## config.mk

```make
export PLATFORM = sky130hd
export DESIGN_NAME = io_tx_buffer_flat
export DESIGN_NICKNAME = d
export VERILOG_FILES = /design/src/rtl/io_tx_buffer_if.sv /design/src/rtl/io_tx_buffer.sv /design/src/flat_wrapper.sv
export SDC_FILE = /design/constraint.sdc
export NUM_CORES = 1
export LEC_CHECK = 0
export ABC_AREA = 1
export CAP_MARGIN = 30
export CORE_MARGIN = 8
export CORE_UTILIZATION = 55
export CTS_BUF_LIST = sky130_fd_sc_hd__clkbuf_16
export CTS_CLUSTER_DIAMETER = 200
export CTS_CLUSTER_SIZE = 16
export DETAILED_ROUTE_END_ITERATION = 10
export PLACE_DENSITY = 0.83
export SLEW_MARGIN = 20
export SYNTH_ARGS = -nofsm -noshare
export SYNTH_HDL_FRONTEND = slang
export SYNTH_SLANG_ARGS = --single-unit
export TNS_END_PERCENT = 30
```

## constraint.sdc

```tcl
create_clock -name clk_in -period 5.35 [get_ports clk_in]
set_clock_uncertainty 0.15 [all_clocks]
set_input_delay 1.07 -clock clk_in [delete_from_list [all_inputs] [get_ports clk_in]]
set_output_delay 1.07 -clock clk_in [all_outputs]
set_load 0.02 [all_outputs]
```

## src/rtl/io_tx_buffer_if.sv

```systemverilog
// CPU-bus and UART-transmit signal bundle for io_tx_buffer.
// Handshake: a byte moves on tx_data at a rising edge where tx_valid and tx_ready are both 1;
// while tx_valid=1 and tx_ready=0 the source holds tx_data stable.
interface io_tx_buffer_if;
  logic        rdy_in;
  logic [7:0]  mem_dout;
  logic [31:0] mem_a;
  logic        mem_wr;
  logic        io_buffer_full;
  logic [7:0]  tx_data;
  logic        tx_valid;
  logic        tx_ready;

  modport slave (
    input  rdy_in, mem_dout, mem_a, mem_wr, tx_ready,
    output io_buffer_full, tx_data, tx_valid
  );

  modport master (
    output rdy_in, mem_dout, mem_a, mem_wr, tx_ready,
    input  io_buffer_full, tx_data, tx_valid
  );
endinterface

```

## src/rtl/io_tx_buffer.sv

```systemverilog
// Memory-mapped CPU console: buffers bytes written to the IO data port and streams them to a UART,
// and on a stop write drains the buffer, sends a terminating NUL and halts until reset.
module io_tx_buffer #(
  parameter int DEPTH       = 8,
  parameter int FULL_MARGIN = 2
) (
  input  logic                clk_in,
  input  logic                rst_in,
  io_tx_buffer_if.slave       bus,
  output logic                prog_stop,
  output logic                overflow,
  output logic [1:0]          dbg_state_o
);

  localparam int AW = $clog2(DEPTH);
  localparam int CW = AW + 1;
  localparam logic [CW-1:0] DEPTH_C   = CW'(DEPTH);
  localparam logic [CW-1:0] FULL_TH_C = CW'(DEPTH - FULL_MARGIN);

  typedef enum logic [1:0] {RUN, STOPPING, SEND_NUL, HALTED} state_t;

  state_t          state_q, state_d;
  logic [AW-1:0]   wr_ptr_q, wr_ptr_d;
  logic [AW-1:0]   rd_ptr_q, rd_ptr_d;
  logic [CW-1:0]   count_q, count_d;
  logic            ovf_q, ovf_d;
  logic [7:0]      mem_q [DEPTH];

  logic io_sel, stop_wr, data_wr;
  logic fifo_out, pop, push, drop, full_now;
  logic unused_addr_bits;

  // Only bits 17:16 select the IO block and bit 2 selects data vs stop.
  assign unused_addr_bits = ^{bus.mem_a[31:18], bus.mem_a[15:3], bus.mem_a[1:0]};

  assign io_sel  = bus.rdy_in & bus.mem_wr & (bus.mem_a[17:16] == 2'b11);
  assign stop_wr = io_sel & bus.mem_a[2];
  assign data_wr = io_sel & ~bus.mem_a[2] & (bus.mem_dout != 8'h00);

  assign fifo_out = (count_q != '0) && ((state_q == RUN) || (state_q == STOPPING));
  assign pop      = fifo_out & bus.tx_ready;
  assign full_now = (count_q == DEPTH_C);
  // A full FIFO still accepts a byte when the head leaves in the same cycle.
  assign push     = (state_q == RUN) & data_wr & (~full_now | pop);
  assign drop     = (state_q == RUN) & data_wr & full_now & ~pop;

  always_comb begin
    wr_ptr_d = wr_ptr_q;
    rd_ptr_d = rd_ptr_q;
    count_d  = count_q;
    ovf_d    = ovf_q | drop;
    if (push) wr_ptr_d = wr_ptr_q + AW'(1);
    if (pop)  rd_ptr_d = rd_ptr_q + AW'(1);
    case ({push, pop})
      2'b10:   count_d = count_q + CW'(1);
      2'b01:   count_d = count_q - CW'(1);
      default: count_d = count_q;
    endcase
  end

  // Stop decisions look at the post-edge count so no idle cycle appears before the NUL.
  always_comb begin
    state_d = state_q;
    case (state_q)
      RUN:      if (stop_wr) state_d = (count_d == '0) ? SEND_NUL : STOPPING;
      STOPPING: if (count_d == '0) state_d = SEND_NUL;
      SEND_NUL: if (bus.tx_ready) state_d = HALTED;
      HALTED:   state_d = HALTED;
      default:  state_d = RUN;
    endcase
  end

  always_ff @(posedge clk_in) begin
    if (rst_in) begin
      state_q  <= RUN;
      wr_ptr_q <= '0;
      rd_ptr_q <= '0;
      count_q  <= '0;
      ovf_q    <= 1'b0;
    end else begin
      state_q  <= state_d;
      wr_ptr_q <= wr_ptr_d;
      rd_ptr_q <= rd_ptr_d;
      count_q  <= count_d;
      ovf_q    <= ovf_d;
    end
  end

  always_ff @(posedge clk_in) begin
    if (push) mem_q[wr_ptr_q] <= bus.mem_dout;
  end

  assign bus.tx_valid       = fifo_out | (state_q == SEND_NUL);
  assign bus.tx_data        = (state_q == SEND_NUL) ? 8'h00 : mem_q[rd_ptr_q];
  assign bus.io_buffer_full = (count_q >= FULL_TH_C) | (state_q != RUN);
  assign prog_stop          = (state_q == HALTED);
  assign overflow           = ovf_q;
  assign dbg_state_o        = state_q;

endmodule

```

## src/flat_wrapper.sv

```systemverilog
// flat-port wrapper written by rule: the top's interface ports become plain ports
module io_tx_buffer_flat 
#(
  parameter int DEPTH       = 8,
  parameter int FULL_MARGIN = 2
)
  (clk_in, rst_in, prog_stop, overflow, dbg_state_o, bus_rdy_in, bus_mem_dout, bus_mem_a, bus_mem_wr, bus_tx_ready, bus_io_buffer_full, bus_tx_data, bus_tx_valid);
  io_tx_buffer_if bus_i ();
  input  logic clk_in;
  input  logic rst_in;
  output logic prog_stop;
  output logic overflow;
  output logic [1:0] dbg_state_o;
  input wire logic [$bits(bus_i.rdy_in)-1:0] bus_rdy_in;
  input wire logic [$bits(bus_i.mem_dout)-1:0] bus_mem_dout;
  input wire logic [$bits(bus_i.mem_a)-1:0] bus_mem_a;
  input wire logic [$bits(bus_i.mem_wr)-1:0] bus_mem_wr;
  input wire logic [$bits(bus_i.tx_ready)-1:0] bus_tx_ready;
  output wire logic [$bits(bus_i.io_buffer_full)-1:0] bus_io_buffer_full;
  output wire logic [$bits(bus_i.tx_data)-1:0] bus_tx_data;
  output wire logic [$bits(bus_i.tx_valid)-1:0] bus_tx_valid;
  assign bus_i.rdy_in = bus_rdy_in;
  assign bus_i.mem_dout = bus_mem_dout;
  assign bus_i.mem_a = bus_mem_a;
  assign bus_i.mem_wr = bus_mem_wr;
  assign bus_i.tx_ready = bus_tx_ready;
  assign bus_io_buffer_full = bus_i.io_buffer_full;
  assign bus_tx_data = bus_i.tx_data;
  assign bus_tx_valid = bus_i.tx_valid;
  io_tx_buffer #(.DEPTH(DEPTH), .FULL_MARGIN(FULL_MARGIN)) u_core (.clk_in(clk_in), .rst_in(rst_in), .bus(bus_i), .prog_stop(prog_stop), .overflow(overflow), .dbg_state_o(dbg_state_o));
endmodule
```

==> metrics list <==
- For this block, the initial DRC count from the detailed router was 219.
* Maximum clock insertion buffer count: 2
- Across all layers, the routed design uses 2453 vias.
* Synth Area in Simple Gates: 16.38%
- The worst hold path begins at u_core.rd_ptr_q[2].
- Xor/xnor share of the synthesized area: 0.5130%
- For this run, design rule violations remaining after detail routing come to 0.
- Max_cap viols: 0
- The final layout contains routed wiring with a total length of 7.263 mm.
* Setup Buffers After CTS: 0
- The number of pins exceeding their max-slew limit in the final report is 0.
- Area added between synthesis and finish: 21.55%
- Buffers inserted during clock tree synthesis total 9.
* Clock-pin slew reported for the worst setup and hold paths after clock tree synthesis: 0.06 ns
- The congestion estimate from routability-driven global placement came to 0.7714.
- The finished layout holds 436 standard cells, fillers aside.
* Total core area: 5956 µm²
- After Yosys synthesis, full adders, half adders and majority gates account for 2.052% of the synthesized area.
* Worst-path fanout max: 33
* Max VDD drop: 363.5 µV
- Sequential elements use 65.67% of the synthesized area.
- The top cell types in the final layout, fill and taps aside, are sky130_fd_sc_hd__nor2_1 (66), sky130_fd_sc_hd__edfxtp_1 (64), sky130_fd_sc_hd__o21ai_0 (44), sky130_fd_sc_hd__nand2_1 (30), sky130_fd_sc_hd__clkdlybuf4s50_1 (29).
- Highest Signal Layer: met4
- FF-to-FF Start: u_core.dbg_state_o[1]
- Multiplexer share of the synthesized area: 0%
* Endpoint of the worst register-to-register path: u_core.dbg_state_o[0]
- Gr ovfl total: 0
- Total chip power: 2.003 mW
- By startpoint and endpoint, the worst setup path is classified as register to output pin.
- The Yosys step of the flow raised 0 warnings.
* Antenna violations before repair: 0
* Initial Utilization: 57.33%
- Die Height: 94.79 µm
- Clock root buffer: sky130_fd_sc_hd__clkbuf_16
* Maximum number of pins on one net before global-route repair: 34
- Data on the critical path is required at its endpoint by 4.13 ns.
- TritonCTS built the clock tree.
* Most common cell after layout, fill and taps aside: sky130_fd_sc_hd__nor2_1
- Cell count after placement: 420
* Final setup violation count: 0
- Outcome: complete, no violations
- Number of core rows: 28
* Unrepaired setup endpoints after global routing: no
- Via count of the first global-routing pass: 2380
* H-Tree Level Count: 3
- Clock insertion delay at the later pin of the skew report: 0.33 ns
* Number of sinks on the clock net: 80
- Hold-fix buffers, CTS: 0
* First-pass GRT wire length: 11.30 mm
- Static leakage: 1.510 nW
- Mapped cell area: 3415 µm²
* Total length of routed met3 wires: 512 µm
* Gate count of the mapped netlist: 317
* Final cycle utilization of the critical path: 76.97%
* Antenna diode count: 0
- Counting instances, the worst hold path has a depth of 1.
- HPWL after detailed placement: 4.649 mm
* Mean cell area of the mapped netlist: 10.77 µm²
- The worst setup path is launched from a register.
- After the last flow step, the layout net total stands at 406.
* IO Count: 59
- After detailed routing, the average wire length per cell comes to 16.66 µm.
* Detailed-route vias per instance: 5.626
- Final worst slack: 1.232 ns
- The largest total area in the synthesized netlist belongs to sky130_fd_sc_hd__edfxtp_1.
- Total met2 wirelength after detailed routing: 3.638 mm
- Type of element capturing the critical path: output pin
- For the worst flop-to-flop path, the logic depth is 16.
- Synthesized net count: 367
- Met1 WL: 2.899 mm
* Worst-case setup slack after placement: 1.540 ns
* Area share of the largest cell type after synthesis: 56.28%
- The worst pin sits at a relative slew slack of 42.15%.
- The sequential cells in the finished layout cover a total of 2242 µm².
- Flops & latches, synth: 80
- Tightest Hold Check Type: register to register
- For the pin with the worst max-slew slack, the measured transition is 0.8668 ns.
- Share of layout cells above drive strength 1: 11.91%
- The first detailed-routing pass ran for 5 iterations.
- The multi-input combinational cells in the finished layout cover a total of 1052 µm².
- Final Util: 69.68%
- Total GRT Usage: 16.85%
- Final hold violation count: 0
* WP data arrival: 2.90 ns
- In this run the horizontal extent of the chip is 94.79 µm.
- After synthesis, the cell types taking the most area are sky130_fd_sc_hd__edfxtp_1 (56%), sky130_fd_sc_hd__dfxtp_1 (9.4%), sky130_fd_sc_hd__nor2_1 (7.3%).
- Max Clk Rate: 0.2428 GHz
- Antenna-violating nets left: 0
* Final TNS setup: 0 ns
- Number of unique standard cell types used by synthesis: 29
- Summing the areas of all compound-gate instances in the mapped netlist gives 11.87% of the synthesized area.
- Shortest clock period the worst path allows after layout: 4.118 ns
- The number of gates resized after CTS was 0.
* Area of the die: 8985 µm²
- The count of buffers added on input and output ports is 29.
- After filler insertion, the fill cell instance count of the layout stands at 435.
- Min-Delay Endpoint: u_core.rd_ptr_q[2]
* Slack of the worst reg-to-reg path: 2.78 ns
* Power density over cell area: 482.7 nW/µm²
- By area, the combinational part of the netlist is dominated by simple AND/OR/NAND/NOR gates.
==> stage by stage <==
stage	area (µm²)	hold WS [ns]
finish	4150	0.2877
global route	4150	0.3004
CTS	4150	0.2944
detailed placement	3829	0.2843
global placement	3829	0.2745
floorplan	3415	0.2615
==> critical path: stages, from the launching register on <==
cell and delay (ns):
sky130_fd_sc_hd__dfxtp_1 0.29, sky130_fd_sc_hd__buf_4 0.23, sky130_fd_sc_hd__inv_1 0.67, sky130_fd_sc_hd__o21ai_0 0.17, sky130_fd_sc_hd__o22ai_1 0.18, sky130_fd_sc_hd__o21ai_0 0.10, sky130_fd_sc_hd__a31oi_1 0.25, sky130_fd_sc_hd__clkdlybuf4s50_1 0.67
==> cell type report <==
cell class / instances / area share [%]
Sequential cell: 80 / 54.02
Timing Repair Buffer: 38 / 8.622
Multi-Input combinational cell: 205 / 25.35
Tap cell: 75 / 2.261
Clock inverter: 7 / 2.321
Clock buffer: 9 / 5.427
Inverter: 22 / 1.990
==> worst max path at each step <==
stage	start	end	slack [ns]	cells after the start
after detailed placement	bus_mem_dout[5]	u_core.dbg_state_o[0]	1.54	16
after global placement	bus_mem_dout[5]	u_core.dbg_state_o[0]	1.56	16
after floorplan	bus_mem_dout[7]	u_core.dbg_state_o[0]	2.45	15
after global routing	register	bus_tx_data[0]	1.00	7
final	register	bus_tx_data[0]	1.23	7
after CTS	register	bus_tx_data[0]	1.26	7
==> state kept, by name, indices dropped and copies added (netlist names), named ones only <==
signal / flops
u_core.mem_q: 64
u_core.count_q: 4
u_core.rd_ptr_q: 3
u_core.wr_ptr_q: 3
u_core.dbg_state_o: 2
u_core.overflow: 1
==> logic make-up (layout without fill, tap and decap cells) <==
group,count (synthesis),after routing
buffers and inverters,32,76
AO/OA/AOI/OAI,74,74
AND/OR/NAND/NOR,124,124
XOR/XNOR,2,2
adder cells (fa/ha/maj),5,5
flip-flops,80,80
==> cell usage after synthesis <==
cell type,instances
sky130_fd_sc_hd__nand2_1,30
sky130_fd_sc_hd__inv_1,20
sky130_fd_sc_hd__o21ai_1,1
sky130_fd_sc_hd__nor2_1,66
sky130_fd_sc_hd__xor2_1,1
sky130_fd_sc_hd__inv_2,2
sky130_fd_sc_hd__xnor2_1,1
sky130_fd_sc_hd__o22ai_1,8
sky130_fd_sc_hd__buf_1,1
sky130_fd_sc_hd__o21ai_0,44
sky130_fd_sc_hd__o21ai_2,2
sky130_fd_sc_hd__nand2_2,5
sky130_fd_sc_hd__nor2_4,1
sky130_fd_sc_hd__nand3_2,2
sky130_fd_sc_hd__nand3_4,2
sky130_fd_sc_hd__nor2_2,3
sky130_fd_sc_hd__fa_1,1
sky130_fd_sc_hd__clkbuf_1,9
sky130_fd_sc_hd__a21o_2,1
sky130_fd_sc_hd__ha_1,4
sky130_fd_sc_hd__o211ai_1,1
sky130_fd_sc_hd__a31oi_1,9
sky130_fd_sc_hd__nand4_1,1
sky130_fd_sc_hd__dfxtp_1,16
sky130_fd_sc_hd__edfxtp_1,64
sky130_fd_sc_hd__nor3_1,8
sky130_fd_sc_hd__nand2_4,1
sky130_fd_sc_hd__nand3_1,5
sky130_fd_sc_hd__a21oi_1,8
==> power by group <==
part,total [mW],internal [mW],switching (mW)
logic,0.629,0.244,0.385
registers,0.725,0.698,0.0271
clock network,0.649,0.408,0.241
==> metal layers <==
| metal | up-vias | track usage [%] |
|---|---|---|
| met5 | - | 0 |
| met4 | 0 | 9.883 |
| li1 | 1188 | - |
| met2 | 96 | 29.08 |
| met1 | 1149 | 18.64 |
| met3 | 20 | 3.889 |
Note: power is estimated with default switching activity, not from simulation.
